### src/rtl/change_dispenser_if.sv
// ---------------------------------------------------------------------------
// change_dispenser_if
// Groups the request pulses, the actuator handshakes and the status flags of
// the change dispenser.
//   slave  : dispenser side (takes requests and done strobes, drives
//            actuators and status)
//   master : vending FSM / actuator / test side
// Signals:
//   out, change5, change10   request pulses (product, 5-coin, 10-coin)
//   prod_motor, prod_done    product-motor level and its completion
//   hopper_fire, hopper_sel  coin-ejection start pulse and coin type
//   hopper_done              coin-ejection completion
//   busy, fault, overflow    status flags
//   fault_clr                leaves FAULT and clears overflow
// ---------------------------------------------------------------------------
interface change_dispenser_if;
    logic out;
    logic change5;
    logic change10;
    logic prod_motor;
    logic prod_done;
    logic hopper_fire;
    logic hopper_sel;
    logic hopper_done;
    logic busy;
    logic fault;
    logic overflow;
    logic fault_clr;

    modport slave (
        input  out, change5, change10, prod_done, hopper_done, fault_clr,
        output prod_motor, hopper_fire, hopper_sel, busy, fault, overflow
    );

    modport master (
        output out, change5, change10, prod_done, hopper_done, fault_clr,
        input  prod_motor, hopper_fire, hopper_sel, busy, fault, overflow
    );
endinterface

### src/rtl/change_dispenser.sv
// ---------------------------------------------------------------------------
// change_dispenser
// Payout back end of the vending controller. Request pulses are accumulated
// in three saturating pending counters and served one at a time, product
// first, then 10-coins, then 5-coins, over the product-motor and
// coin-hopper handshakes. A wait that exceeds TIMEOUT cycles drops the item
// in flight and parks the block in FAULT until fault_clr.
// Ports:
//   clk  rising-edge clock
//   rst  asynchronous active-high reset
//   bus  change_dispenser_if.slave (requests, handshakes, status)
// Parameters:
//   CNT_W    width of each pending counter (saturates at 2^CNT_W-1)
//   TIMEOUT  wait cycles allowed for a done strobe, 1..65535
// ---------------------------------------------------------------------------
module change_dispenser #(
    parameter int unsigned CNT_W   = 3,
    parameter int unsigned TIMEOUT = 255
) (
    input  logic               clk,
    input  logic               rst,
    change_dispenser_if.slave  bus
);

    localparam logic [CNT_W-1:0] CNT_ZERO = {CNT_W{1'b0}};
    localparam logic [CNT_W-1:0] CNT_MAX  = {CNT_W{1'b1}};
    localparam logic [CNT_W-1:0] CNT_ONE  = CNT_W'(1'b1);
    localparam logic [15:0]      TMO      = 16'(TIMEOUT);

    typedef enum logic [2:0] {
        ST_IDLE      = 3'd0,
        ST_PROD_WAIT = 3'd1,
        ST_HOP_FIRE  = 3'd2,
        ST_HOP_WAIT  = 3'd3,
        ST_FAULT     = 3'd4
    } state_t;

    state_t           state_q, state_d;
    logic [15:0]      wait_cnt_q, wait_cnt_d;
    logic [CNT_W-1:0] p_cnt_q, p_cnt_d;
    logic [CNT_W-1:0] c10_cnt_q, c10_cnt_d;
    logic [CNT_W-1:0] c5_cnt_q, c5_cnt_d;
    logic             dec_p_s, dec_c10_s, dec_c5_s;
    logic             ovf_set_s;
    logic             prod_motor_q, prod_motor_d;
    logic             hopper_fire_q, hopper_fire_d;
    logic             hopper_sel_q, hopper_sel_d;
    logic             busy_q, busy_d;
    logic             fault_q, fault_d;
    logic             overflow_q, overflow_d;

    // A saturated counter drops the request; a dispatch decrement is applied
    // afterwards, so increment plus decrement leaves the count unchanged.
    function automatic logic [CNT_W-1:0] next_cnt(
        input logic [CNT_W-1:0] cnt,
        input logic             req,
        input logic             dec
    );
        logic [CNT_W-1:0] r;
        r = cnt;
        if (req && (cnt != CNT_MAX)) begin
            r = r + CNT_ONE;
        end else begin
            r = r;
        end
        if (dec) begin
            r = r - CNT_ONE;
        end else begin
            r = r;
        end
        return r;
    endfunction

    // Next-state, dispatch and wait-counter logic of the payout FSM.
    always_comb begin
        state_d      = state_q;
        wait_cnt_d   = wait_cnt_q;
        hopper_sel_d = hopper_sel_q;
        dec_p_s      = 1'b0;
        dec_c10_s    = 1'b0;
        dec_c5_s     = 1'b0;
        case (state_q)
            ST_IDLE: begin
                if (p_cnt_q != CNT_ZERO) begin
                    dec_p_s    = 1'b1;
                    wait_cnt_d = 16'd0;
                    state_d    = ST_PROD_WAIT;
                end else if (c10_cnt_q != CNT_ZERO) begin
                    dec_c10_s    = 1'b1;
                    hopper_sel_d = 1'b1;
                    state_d      = ST_HOP_FIRE;
                end else if (c5_cnt_q != CNT_ZERO) begin
                    dec_c5_s     = 1'b1;
                    hopper_sel_d = 1'b0;
                    state_d      = ST_HOP_FIRE;
                end else begin
                    state_d = ST_IDLE;
                end
            end
            ST_PROD_WAIT: begin
                // Done wins over a timeout detected in the same cycle.
                if (bus.prod_done) begin
                    state_d = ST_IDLE;
                end else if (wait_cnt_q == TMO) begin
                    state_d = ST_FAULT;
                end else begin
                    wait_cnt_d = wait_cnt_q + 16'd1;
                end
            end
            ST_HOP_FIRE: begin
                wait_cnt_d = 16'd0;
                state_d    = ST_HOP_WAIT;
            end
            ST_HOP_WAIT: begin
                if (bus.hopper_done) begin
                    state_d = ST_IDLE;
                end else if (wait_cnt_q == TMO) begin
                    state_d = ST_FAULT;
                end else begin
                    wait_cnt_d = wait_cnt_q + 16'd1;
                end
            end
            ST_FAULT: begin
                if (bus.fault_clr) begin
                    state_d = ST_IDLE;
                end else begin
                    state_d = ST_FAULT;
                end
            end
            default: begin
                state_d = ST_IDLE;
            end
        endcase
    end

    // Pending counters, overflow flag and the registered output values.
    always_comb begin
        p_cnt_d   = next_cnt(p_cnt_q,   bus.out,      dec_p_s);
        c10_cnt_d = next_cnt(c10_cnt_q, bus.change10, dec_c10_s);
        c5_cnt_d  = next_cnt(c5_cnt_q,  bus.change5,  dec_c5_s);
        ovf_set_s = (bus.out      && (p_cnt_q   == CNT_MAX)) ||
                    (bus.change10 && (c10_cnt_q == CNT_MAX)) ||
                    (bus.change5  && (c5_cnt_q  == CNT_MAX));
        overflow_d    = ovf_set_s || (overflow_q && !bus.fault_clr);
        prod_motor_d  = (state_d == ST_PROD_WAIT);
        hopper_fire_d = (state_d == ST_HOP_FIRE);
        fault_d       = (state_d == ST_FAULT);
        // Looking at both the current and next state keeps busy high through
        // the IDLE cycle that follows a completed item.
        busy_d = (state_q != ST_IDLE) || (state_d != ST_IDLE) ||
                 (p_cnt_d != CNT_ZERO) || (c10_cnt_d != CNT_ZERO) ||
                 (c5_cnt_d != CNT_ZERO);
    end

    // State, counters and output registers.
    always_ff @(posedge clk or posedge rst) begin
        if (rst) begin
            state_q       <= ST_IDLE;
            wait_cnt_q    <= 16'd0;
            p_cnt_q       <= CNT_ZERO;
            c10_cnt_q     <= CNT_ZERO;
            c5_cnt_q      <= CNT_ZERO;
            prod_motor_q  <= 1'b0;
            hopper_fire_q <= 1'b0;
            hopper_sel_q  <= 1'b0;
            busy_q        <= 1'b0;
            fault_q       <= 1'b0;
            overflow_q    <= 1'b0;
        end else begin
            state_q       <= state_d;
            wait_cnt_q    <= wait_cnt_d;
            p_cnt_q       <= p_cnt_d;
            c10_cnt_q     <= c10_cnt_d;
            c5_cnt_q      <= c5_cnt_d;
            prod_motor_q  <= prod_motor_d;
            hopper_fire_q <= hopper_fire_d;
            hopper_sel_q  <= hopper_sel_d;
            busy_q        <= busy_d;
            fault_q       <= fault_d;
            overflow_q    <= overflow_d;
        end
    end

    assign bus.prod_motor  = prod_motor_q;
    assign bus.hopper_fire = hopper_fire_q;
    assign bus.hopper_sel  = hopper_sel_q;
    assign bus.busy        = busy_q;
    assign bus.fault       = fault_q;
    assign bus.overflow    = overflow_q;

endmodule

### src/flat_wrapper.sv
// flat-port wrapper written by rule: the top's interface ports become plain ports
module change_dispenser_flat 
#(
    parameter int unsigned CNT_W   = 3,
    parameter int unsigned TIMEOUT = 255
)
  (clk, rst, bus_out, bus_change5, bus_change10, bus_prod_done, bus_hopper_done, bus_fault_clr, bus_prod_motor, bus_hopper_fire, bus_hopper_sel, bus_busy, bus_fault, bus_overflow);
  change_dispenser_if bus_i ();
  input  logic clk;
  input  logic rst;
  input wire logic [$bits(bus_i.out)-1:0] bus_out;
  input wire logic [$bits(bus_i.change5)-1:0] bus_change5;
  input wire logic [$bits(bus_i.change10)-1:0] bus_change10;
  input wire logic [$bits(bus_i.prod_done)-1:0] bus_prod_done;
  input wire logic [$bits(bus_i.hopper_done)-1:0] bus_hopper_done;
  input wire logic [$bits(bus_i.fault_clr)-1:0] bus_fault_clr;
  output wire logic [$bits(bus_i.prod_motor)-1:0] bus_prod_motor;
  output wire logic [$bits(bus_i.hopper_fire)-1:0] bus_hopper_fire;
  output wire logic [$bits(bus_i.hopper_sel)-1:0] bus_hopper_sel;
  output wire logic [$bits(bus_i.busy)-1:0] bus_busy;
  output wire logic [$bits(bus_i.fault)-1:0] bus_fault;
  output wire logic [$bits(bus_i.overflow)-1:0] bus_overflow;
  assign bus_i.out = bus_out;
  assign bus_i.change5 = bus_change5;
  assign bus_i.change10 = bus_change10;
  assign bus_i.prod_done = bus_prod_done;
  assign bus_i.hopper_done = bus_hopper_done;
  assign bus_i.fault_clr = bus_fault_clr;
  assign bus_prod_motor = bus_i.prod_motor;
  assign bus_hopper_fire = bus_i.hopper_fire;
  assign bus_hopper_sel = bus_i.hopper_sel;
  assign bus_busy = bus_i.busy;
  assign bus_fault = bus_i.fault;
  assign bus_overflow = bus_i.overflow;
  change_dispenser #(.CNT_W(CNT_W), .TIMEOUT(TIMEOUT)) u_core (.clk(clk), .rst(rst), .bus(bus_i));
endmodule
### config.mk
export PLATFORM = sky130hd
export DESIGN_NAME = change_dispenser_flat
export DESIGN_NICKNAME = d
export VERILOG_FILES = /design/src/rtl/change_dispenser_if.sv /design/src/rtl/change_dispenser.sv /design/src/flat_wrapper.sv
export SDC_FILE = /design/constraint.sdc
export NUM_CORES = 1
export LEC_CHECK = 0
export ABC_AREA = 1
export CAP_MARGIN = 20
export CORE_ASPECT_RATIO = 0.7
export CORE_UTILIZATION = 40
export CTS_CLUSTER_DIAMETER = 150
export DETAILED_ROUTE_END_ITERATION = 7
export REMOVE_ABC_BUFFERS = 1
export SLEW_MARGIN = 10
export SYNTH_ARGS = -nofsm -noshare
export SYNTH_HDL_FRONTEND = slang
export SYNTH_SLANG_ARGS = --single-unit
### constraint.sdc
create_clock -name clk -period 2.84 [get_ports clk]
set_input_delay 0.426 -clock clk [delete_from_list [all_inputs] [get_ports clk]]
set_output_delay 0.426 -clock clk [all_outputs]
set_load 0.02 [all_outputs]
==> impl_metrics.tcl, run 1 <==
set metrics [dict create \
    multiInputGateArea_um2 1280 \
    grt_max_degree 35 \
    nets 372 \
    cellLeakagePower_uw 0.00134 \
    start_util 0.419 \
    cts_max_level 2 \
    drt_wl_total_um 5130 \
    grt_pass1_vias 1739 \
    crit_chain "ha_1 > ha_1 > inv_1 > nand2_1 > o21ai_0 > inv_1 > ha_1 > inv_1 > nand2_1 > nand2_1 > nor2_1 > nand2_1 > nor2_1 > nand3_1" \
    cts_setup_buffers 0 \
    cts_buffers 5 \
    max_slew.worst_pin.slew_ns 0.445 \
    required_ns 3.01 \
    finalCritPeriodShare 0.778 \
    crit_fanout 5 \
    portBuffers 13 \
    whs_path_depth 2 \
    hold_violations 0 \
    n_antenna_cell 0 \
    fmax_mhz 452 \
    status "completed" \
    cts-root-buf "clkbuf_8" \
    gp_congestion 0.816 \
    ys_ff_latch 34 \
    io_pins 14 \
    track_usage 0.184 \
    rows 23 \
    cpMostUsedCell "nand2_1" \
    crit_arrival_ns 2.38 \
    clk_pin_slew_worst_paths_ns 0.07 \
    finalMaxSlewViolations 0 \
    core_area_um2 5760 \
    critPathMaxStageDelay_ns 0.41 \
    num_vias 2056 \
    area_growth_pct 10.6 \
    die_h_um 67.0 \
    crit_path_top_delay_cell "dfrtp_1" \
    crit_type "reg2reg" \
    max_cap_viol_count 0 \
    tritoncts "built" \
    rsz0062_at_grt "false" \
    drt_iter0_drc 116 \
    clock_path_buffers 2 \
    mappedNetlistArea_um2 2410 \
    netlist_instances 333 \
    avgSynthCellArea_um2 7.24 \
    ys_seq_area_frac 0.353 \
    clock_sinks 34 \
    clk_latency_ns 0.29 \
    die_x_um 94.8 \
    antenna_left 0 \
    min_path_type "reg2reg" \
    via_per_inst 4.83 \
    power_density_nw_per_um2 837 \
    placed_cells_incl_taps 419 \
    dp_slack_ns 0.588 \
    firstDrtPassIters 4 \
    cp-end-kind "flop" \
    slew_headroom 0.703 \
    fin_ws_ns 0.630 \
    drive_above_1_share 0.105 \
    routedWlPerCell_um 12.0 \
    finalNonFillerCells 426 \
    setup_viol 0 \
    period_minus_slack_ns 2.21 \
    synthTopCellsByArea "dfrtp_1 35%, nand2_1 16%, inv_1 8.4%" \
    reg2regPathDepth 14 \
    yosysWarnings 0 \
    drt_drc_violations_left 0 \
    grt_first_pass_wirelength_um 8590 \
    post-dp-hpwl_um 3920 \
    yosys.area.top_type "dfrtp_1" \
    dieArea_um2 6350 \
    cts_resized 0 \
    overflow 0 \
    synth.top_cell.area_share 0.353 \
    fin_tns_setup_ns 0 \
    cts_hold_buffers 0 \
    synth.distinct_cells 32 \
    regArea_um2 851 \
    filler_cell_count 578 \
    ir_worst_vdd_v 0.000298 \
    antenna_found_initial 0 \
    finalClockSkew_ns 0.00544 \
    start_kind "flop" \
]
stage by stage:
step | cell area [µm²] | hold slack (ns) | power [µW] | util
after floorplan | 2350 | 0.511 | 1580 | -
after global placement | 2590 | 0.459 | 1880 | 0.450
after detailed placement | 2590 | 0.462 | 1900 | 0.450
after CTS | 2670 | 0.479 | 2250 | 0.464
after global routing | 2670 | 0.522 | 2450 | 0.464
final | 2670 | 0.471 | 2230 | 0.464
state kept, by name, indices dropped and copies added (netlist names):
name / cells
u_core.state_q: 3
u_core.bus.busy: 1
u_core.wait_cnt_q: 16
u_core.bus.fault: 1
u_core.bus.hopper_fire: 1
u_core.p_cnt_q: 3
u_core.bus.hopper_sel: 1
u_core.bus.overflow: 1
u_core.c5_cnt_q: 3
u_core.c10_cnt_q: 3
u_core.bus.prod_motor: 1
cell families after synthesis:
| logic type | Yosys count | synth area share |
|---|---|---|
| DFF | 34 | 0.353 |
| buffers and inverters | 62 | 0.117 |
| AOI/OAI and AO/OA | 26 | 0.0711 |
| and+or+nand+nor | 193 | 0.374 |
| adders and majority gates | 13 | 0.0674 |
| xor gates and xnor gates | 5 | 0.0182 |
path summary, 6_finish.rpt:
path,start,end,slack (ns)
min,u_core.bus.hopper_sel,u_core.bus.hopper_sel,0.47
min reg2reg,u_core.bus.hopper_sel,u_core.bus.hopper_sel,0.47
max reg2reg,u_core.p_cnt_q[0],u_core.bus.busy,0.63
max,u_core.p_cnt_q[0],u_core.bus.busy,0.63
min in group asynchronous,rst,u_core.wait_cnt_q[14],0.54
max in group asynchronous,rst,u_core.c10_cnt_q[0],1.98
power by group:
part           switching, µW  internal, µW
Clock                    173           169
Combinational            774           393
Sequential               108           615
per-layer routing:
metal  global-route usage  part of all wire
met3               0.0434             0.054
met4               0.0587             0.012
met5                    0                 0
met2                0.238              0.38
met1                0.289              0.56
Yosys cell counts:
cell type,n
nand4_2,4
o211ai_1,1
a31o_2,1
o21bai_1,1
inv_1,54
o21a_1,1
nor2_2,2
a22oi_1,1
xor2_1,4
inv_2,3
o21ai_2,6
nand4_1,7
nand3_2,5
o21ai_1,4
buf_4,1
nand2_1,106
nor3_2,1
nor3_1,3
o31ai_1,2
o21ai_0,7
dfrtp_1,34
nor2_4,3
nand2_4,2
buf_6,1
ha_1,13
inv_6,1
buf_12,2
nand3_1,29
xnor2_1,1
nand2_2,2
a21oi_1,2
nor2_1,29
area by class of cell:
class / instances / area share
tap: 75 / 0.0352
clock buffer: 7 / 0.0286
sequential: 34 / 0.319
inverter: 58 / 0.0835
multi-input combinational: 237 / 0.480
timing repair buffer: 15 / 0.0544
worst max-delay path, delay by kind of cell, from the launching register on:
kind,cells,cell delay (ns)
simple gates,7,0.53
fa+ha+maj,3,0.69
buf+inv,3,0.22
compound gates,1,0.24
flops,1,0.41
placed cells by master, fill, tap and decap left out, types with 2 or more instances in the layout:
| cell | instances |
|---|---|
| nand2_1 | 106 |
| inv_1 | 54 |
| dfrtp_1 | 34 |
| nor2_1 | 29 |
| nand3_1 | 29 |
| ha_1 | 13 |
| clkdlybuf4s50_1 | 13 |
| nand4_1 | 7 |
| o21ai_0 | 7 |
| o21ai_2 | 6 |
| nand3_2 | 5 |
| clkbuf_8 | 5 |
| o21ai_1 | 4 |
| nand4_2 | 4 |
| xor2_1 | 4 |
| inv_2 | 3 |
| nor2_4 | 3 |
| nor3_1 | 3 |
| nand2_4 | 2 |
| nand2_2 | 2 |
| nor2_2 | 2 |
| a21oi_1 | 2 |
| o31ai_1 | 2 |
| clkbuf_1 | 2 |
| buf_4 | 2 |
Power figures use the tool's default switching activity.
==> inputs of run 2 (changes only) <==
==> constraint.sdc (replaced) <==
create_clock -name clk -period 1.9 [get_ports clk]
set_input_delay 0.285 -clock clk [delete_from_list [all_inputs] [get_ports clk]]
set_output_delay 0.285 -clock clk [all_outputs]
set_load 0.02 [all_outputs]
==> run 2 against run 1 <==
The flow now finishes with violations (setup timing). Register-to-register slack lost 0.66 ns. Utilization up 7.0 points. Critical path depth is 1 higher. Count of clock-buffer cells in the layout unchanged. Die area is the same. Clock power increased by 65%. Highest routed layer unchanged. Non-clock buffer count increased by 30. First-iteration DRC count up 15%.
==> impl_metrics.tcl, run 2 (synthesis gave the netlist of run 1 again) <==
set metrics [dict create \
    portBuffers 13 \
    cts_max_level 2 \
    num_vias 2233 \
    cts-root-buf "clkbuf_8" \
    fmax_mhz 518 \
    drive_above_1_share 0.259 \
    track_usage 0.205 \
    setup_viol 1 \
    start_util 0.419 \
    finalCritPeriodShare 1.02 \
    crit_type "reg2reg" \
    rr_startpoint "u_core.p_cnt_q[0]" \
    drt_wl_total_um 5730 \
    startpoint "u_core.p_cnt_q[0]" \
    power_density_nw_per_um2 1360 \
    post-dp-hpwl_um 4150 \
    firstDrtPassIters 4 \
    n_antenna_cell 0 \
    rsz0062_at_grt "true" \
    dp_slack_ns -0.182 \
    finalMaxSlewViolations 0 \
    critPathMaxStageDelay_ns 0.38 \
    path_delay_family "adder cells" \
    start_kind "flop" \
    dieArea_um2 6350 \
    reg2regPathDepth 15 \
    cp-end-kind "flop" \
    cpMostUsedCell "nand2_4" \
    routedWlPerCell_um 12.5 \
    rows 23 \
    drt_drc_violations_left 0 \
    final_common_cell "nand2_1" \
    overflow 0 \
    crit_arrival_ns 2.10 \
    crit_buf_inv 3 \
    drt_iter0_drc 133 \
    core_area_um2 5760 \
    crit_chain "ha_2 > ha_4 > inv_4 > nand2_4 > buf_6 > nand2_4 > nand2_4 > ha_4 > inv_2 > nand2_1 > nand2_2 > nor2_2 > nand2_1 > nor2_1 > nand3_1" \
    min_path_type "in2async" \
    max_slew.worst_pin.slew_ns 0.437 \
    crit_path_top_delay_cell "dfrtp_1" \
    antenna_found_initial 0 \
    hold_violations 0 \
    slew_headroom 0.709 \
    finalClockSkew_ns 0.00702 \
    die_x_um 94.8 \
    antenna_left 0 \
    clock_sinks 34 \
    area_growth_pct 27.2 \
    status "complete, but fails checks" \
    io_pins 14 \
    die_h_um 67.0 \
    top_register "u_core.wait_cnt_q" \
    violations "setup timing" \
    fin_tns_setup_ns -0.0306 \
    grt_first_pass_wirelength_um 9790 \
    wl_met2_um 2310 \
    ir_worst_vdd_v 0.000504 \
    cts_buffers 5 \
    clk_latency_ns 0.29 \
    wl_met3_um 367 \
    fin_ws_ns -0.0306 \
    via_per_inst 4.89 \
    crit_fanout 3 \
    r2r_slack_ns -0.03 \
    cellLeakagePower_uw 0.00151 \
    largest_reg_flops 16 \
    grt_pass1_vias 2010 \
    required_ns 2.07 \
    path_depth 15 \
    tritoncts "built" \
    nets 402 \
    final_cell_mix "97 x nand2_1, 48 x inv_1, 34 x dfrtp_1, 30 x buf_4, 27 x nand3_1" \
    clk_pin_slew_worst_paths_ns 0.07 \
    grt_max_degree 35 \
    cp-endpoint "u_core.bus.busy" \
    max_cap_viol_count 0 \
    period_minus_slack_ns 1.93 \
    gp_congestion 0.832 \
    r2r-end "u_core.bus.busy" \
    wl_met1_um 2970 \
    clock_path_buffers 2 \
    highest_layer "met4" \
]
-- run 2: changes by cell type in the layout (fill, tap and decap cells not counted), moves of 3 or more --
cell     delta
inv_1       -6
buf_4      +28
ha_4        +5
nor2_1      -3
nand2_1     -9
nand2_4     +4
ha_1        -7
inv_2       +4
nand2_2     +5
-- run 2: layer usage --
metal  GRT usage  vias up
met5           0        -
li1            -     1146
met3      0.0411        9
met2       0.287       55
met4      0.0511        0
met1       0.314     1023
-- run 2: stage by stage --
| step | hold slack (ns) | total power [µW] | util | area (µm²) | cells |
|---|---|---|---|---|---|
| 3_5_place_dp | 0.466 | 3130 | 0.480 | 2770 | 442 |
| 2_1_floorplan | 0.427 | 2370 | - | 2350 | 329 |
| 4_1_cts | 0.414 | 4030 | 0.524 | 3010 | 456 |
| 5_1_grt | 0.464 | 4520 | 0.533 | 3070 | 457 |
| 3_3_place_gp | 0.479 | 3080 | 0.480 | 2770 | 442 |
| 6_report | 0.392 | 4160 | 0.533 | 3070 | 457 |
-- run 2: repair_timing --
action | in CTS | in global routing
gates resized for setup | 32 | 13
endpoints found under the setup margin | 2 | 3
pin swaps | 16 | 9
setup buffers | 7 | 1
hold buffers | 0 | 0
endpoints found under the hold margin | 0 | 0
cloned | 0 | 0
-- run 2: worst min path at each step --
stage,from,to,slack (ns),cells past startpoint
6_report,rst,u_core.wait_cnt_q[15],0.39,3
2_1_floorplan,rst,u_core.bus.busy,0.43,1
3_3_place_gp,u_core.bus.hopper_sel,u_core.bus.hopper_sel,0.48,2
4_1_cts,rst,u_core.wait_cnt_q[10],0.41,3
5_1_grt,rst,u_core.wait_cnt_q[11],0.46,3
3_5_place_dp,u_core.bus.hopper_sel,u_core.bus.hopper_sel,0.47,2
-- run 2: final cells by class --
cell class,instances,area [µm²]
Fill cell,574,2690
Sequential cell,34,851
Timing Repair Buffer,45,378
Clock buffer,7,86.3
Tap cell,75,93.8
Clock inverter,1,5.00
Inverter,58,228
Multi-Input combinational cell,237,1430
-- run 2: where the power goes --
| group | total, µW | internal, µW | switching [µW] |
|---|---|---|---|
| combinational | 2510 | 1070 | 1440 |
| sequential | 1090 | 918 | 168 |
| clock | 566 | 293 | 273 |
-- run 2: worst reg2reg max path, stage by stage (launching register included) --
cell and delay [ns]:
dfrtp_1 0.38, ha_2 0.20, ha_4 0.16, inv_4 0.06
nand2_4 0.05, buf_6 0.12, nand2_4 0.05, nand2_4 0.05
ha_4 0.25, inv_2 0.02, nand2_1 0.06, nand2_2 0.07
nor2_2 0.09, nand2_1 0.06, nor2_1 0.10, nand3_1 0.08
==> inputs of run 3 (changes only) <==
--- a/config.mk
+++ b/config.mk
@@ -9,8 +9,9 @@
 export CAP_MARGIN = 20
 export CORE_ASPECT_RATIO = 0.7
 export CORE_UTILIZATION = 40
-export CTS_CLUSTER_DIAMETER = 150
+export CTS_CLUSTER_DIAMETER = 80
 export DETAILED_ROUTE_END_ITERATION = 7
+export PLACE_DENSITY = 0.61
 export REMOVE_ABC_BUFFERS = 1
 export SLEW_MARGIN = 10
 export SYNTH_ARGS = -nofsm -noshare
==> run 3 against run 2 <==
The run still ends with setup timing left. Total power increased by 1.3%. Cell area increased by 1.6%. Sequential power about the same. Global-route usage decreased by 1.0 points. Flip-flop and latch count unchanged. Die area unchanged. Sequential share of layout area decreased by 0.44 points. Critical path type unchanged.
==> impl_metrics.tcl, run 3 (synthesis gave the netlist of run 1 again) <==
set metrics [dict create \
    status "complete, but fails checks" \
    violations "setup timing" \
    r2r_slack_ns -0.07 \
    crit_type "reg2reg" \
    fin_ws_ns -0.0680 \
    crit_buf_inv 3 \
    antenna_left 0 \
    power_density_nw_per_um2 1350 \
    crit_path_top_delay_cell "dfrtp_1" \
    regArea_um2 851 \
    top_register "u_core.wait_cnt_q" \
    path_depth 15 \
    drt_wl_total_um 5790 \
    drt_drc_violations_left 0 \
    die_h_um 67.0 \
    internal-power_uw 2320 \
    grt_pass1_vias 1954 \
    fin_tns_setup_ns -0.0680 \
    power.share.switching 0.449 \
    start_kind "flop" \
    max_slew.worst_pin.slew_ns 0.384 \
    drt_iter0_drc 140 \
    cts-root-buf "clkbuf_8" \
    whs_ns 0.294 \
    rows 23 \
    reg2regPathDepth 15 \
    nets 408 \
    critPathMaxStageDelay_ns 0.42 \
    ir_worst_vdd_v 0.000437 \
    clkPwrFrac 0.135 \
    crit_fanout 3 \
    grt_max_degree 25 \
    final_common_cell "nand2_1" \
    n_antenna_cell 0 \
    cp-end-kind "flop" \
    post-dp-hpwl_um 4310 \
    wl_met1_um 3040 \
    post_dp_cell_area_um2 2790 \
    largest_reg_flops 16 \
    highest_layer "met3" \
    cpMostUsedCell "nand2_2" \
    grt_first_pass_wirelength_um 9200 \
    cts_hold_buffers 0 \
    gp_congestion 0.840 \
    min_path_type "in2async" \
    cellLeakagePower_uw 0.00153 \
    clk_latency_ns 0.29 \
    startpoint "u_core.p_cnt_q[0]" \
    stdcell_area_um2 3120 \
    clock_path_buffers 2 \
    finalClockSkew_ns 0.00519 \
    filler_cell_count 561 \
    rr_startpoint "u_core.p_cnt_q[0]" \
    num_vias 2229 \
    rsz0062_at_grt "true" \
    setup_viol 1 \
    cts_max_level 2 \
    drive_above_1_share 0.281 \
    wl_met3_um 244 \
    wl_met2_um 2510 \
    final_cell_mix "93 x nand2_1, 49 x inv_1, 36 x buf_4, 34 x dfrtp_1, 27 x nand3_1" \
    core_area_um2 5760 \
    required_ns 2.07 \
    track_usage 0.195 \
    overflow 0 \
    path_delay_family "simple AND/OR/NAND/NOR gates" \
    r2r-end "u_core.bus.busy" \
    crit_arrival_ns 2.14 \
    cp-endpoint "u_core.bus.busy" \
    via_per_inst 4.81 \
    finalMaxSlewViolations 0 \
    routedWlPerCell_um 12.5 \
    start_util 0.419 \
    clk_pin_slew_worst_paths_ns 0.07 \
    fmax_mhz 508 \
    slew_headroom 0.742 \
    firstDrtPassIters 4 \
    design_power_total_uw 4210 \
    comb_power_share 0.607 \
    finalCritPeriodShare 1.04 \
    die_x_um 94.8 \
    clock_sinks 34 \
    crit_chain "ha_4 > ha_4 > inv_4 > nand2_4 > buf_6 > nand2_2 > nand2_2 > ha_4 > inv_2 > nand2_2 > nand2_2 > nor2_2 > nand2_1 > nor2_1 > nand3_1" \
    max_cap_viol_count 0 \
    antenna_found_initial 0 \
    switchingPower_uw 1890 \
    hold_violations 0 \
    tritoncts "built" \
    period_minus_slack_ns 1.97 \
    area_growth_pct 29.3 \
    dp_slack_ns -0.207 \
    io_pins 14 \
    portBuffers 13 \
    cts_buffers 5 \
    power_frac_seq 0.258 \
    multiInputGateArea_um2 1430 \
    dieArea_um2 6350 \
]
run 3: final cells by class:
class | count | share of cell area
clock inverters | 1 | 0.00160
inverters | 58 | 0.0730
repair buffers | 51 | 0.136
flip-flops and latches | 34 | 0.273
multi-input cells | 237 | 0.459
well taps | 75 | 0.0301
clock buffers | 7 | 0.0277
run 3: power groups by stage:
stage | Clock (µW) | Sequential, µW | Combinational, µW
3_3_place_gp | 0 | 1070 | 2040
4_1_cts | 582 | 1080 | 2310
3_5_place_dp | 0 | 1080 | 2080
2_1_floorplan | 0 | 1110 | 1260
5_1_grt | 614 | 1110 | 2870
6_report | 568 | 1090 | 2560
run 3: worst min-delay path, stage by stage:
cell and delay, ns:
clkdlybuf4s50_1 0.40, inv_1 0.07, buf_4 0.18
run 3: per-stage QoR:
step / cells / util
6_report: 463 / 0.542
2_1_floorplan: 329 / -
4_1_cts: 462 / 0.524
3_3_place_gp: 445 / 0.484
3_5_place_dp: 445 / 0.484
5_1_grt: 463 / 0.542
run 3: repair_timing:
| item | CTS | global route |
|---|---|---|
| endpoints found under the setup margin | 3 | 5 |
| buffers inserted | 10 | 2 |
| pin swaps | 12 | 10 |
| gates resized for setup | 22 | 26 |
run 3: how the worst min path moves through the flow:
stage / from / depth (start not counted) / to / slack [ns]
floorplan: rst / 1 / u_core.bus.busy / 0.43
global placement: u_core.bus.hopper_sel / 2 / u_core.bus.hopper_sel / 0.46
detailed placement: u_core.bus.hopper_sel / 2 / u_core.bus.hopper_sel / 0.46
global route: rst / 3 / u_core.wait_cnt_q[7] / 0.32
CTS: rst / 3 / u_core.wait_cnt_q[7] / 0.30
finish: rst / 3 / u_core.wait_cnt_q[7] / 0.29
run 3: metal layers:
layer  vias to the layer above  global-route usage
met4                         0              0.0606
met1                      1030               0.296
li1                       1162                   -
met2                        37               0.272
met5                         -                   0
met3                         0              0.0377
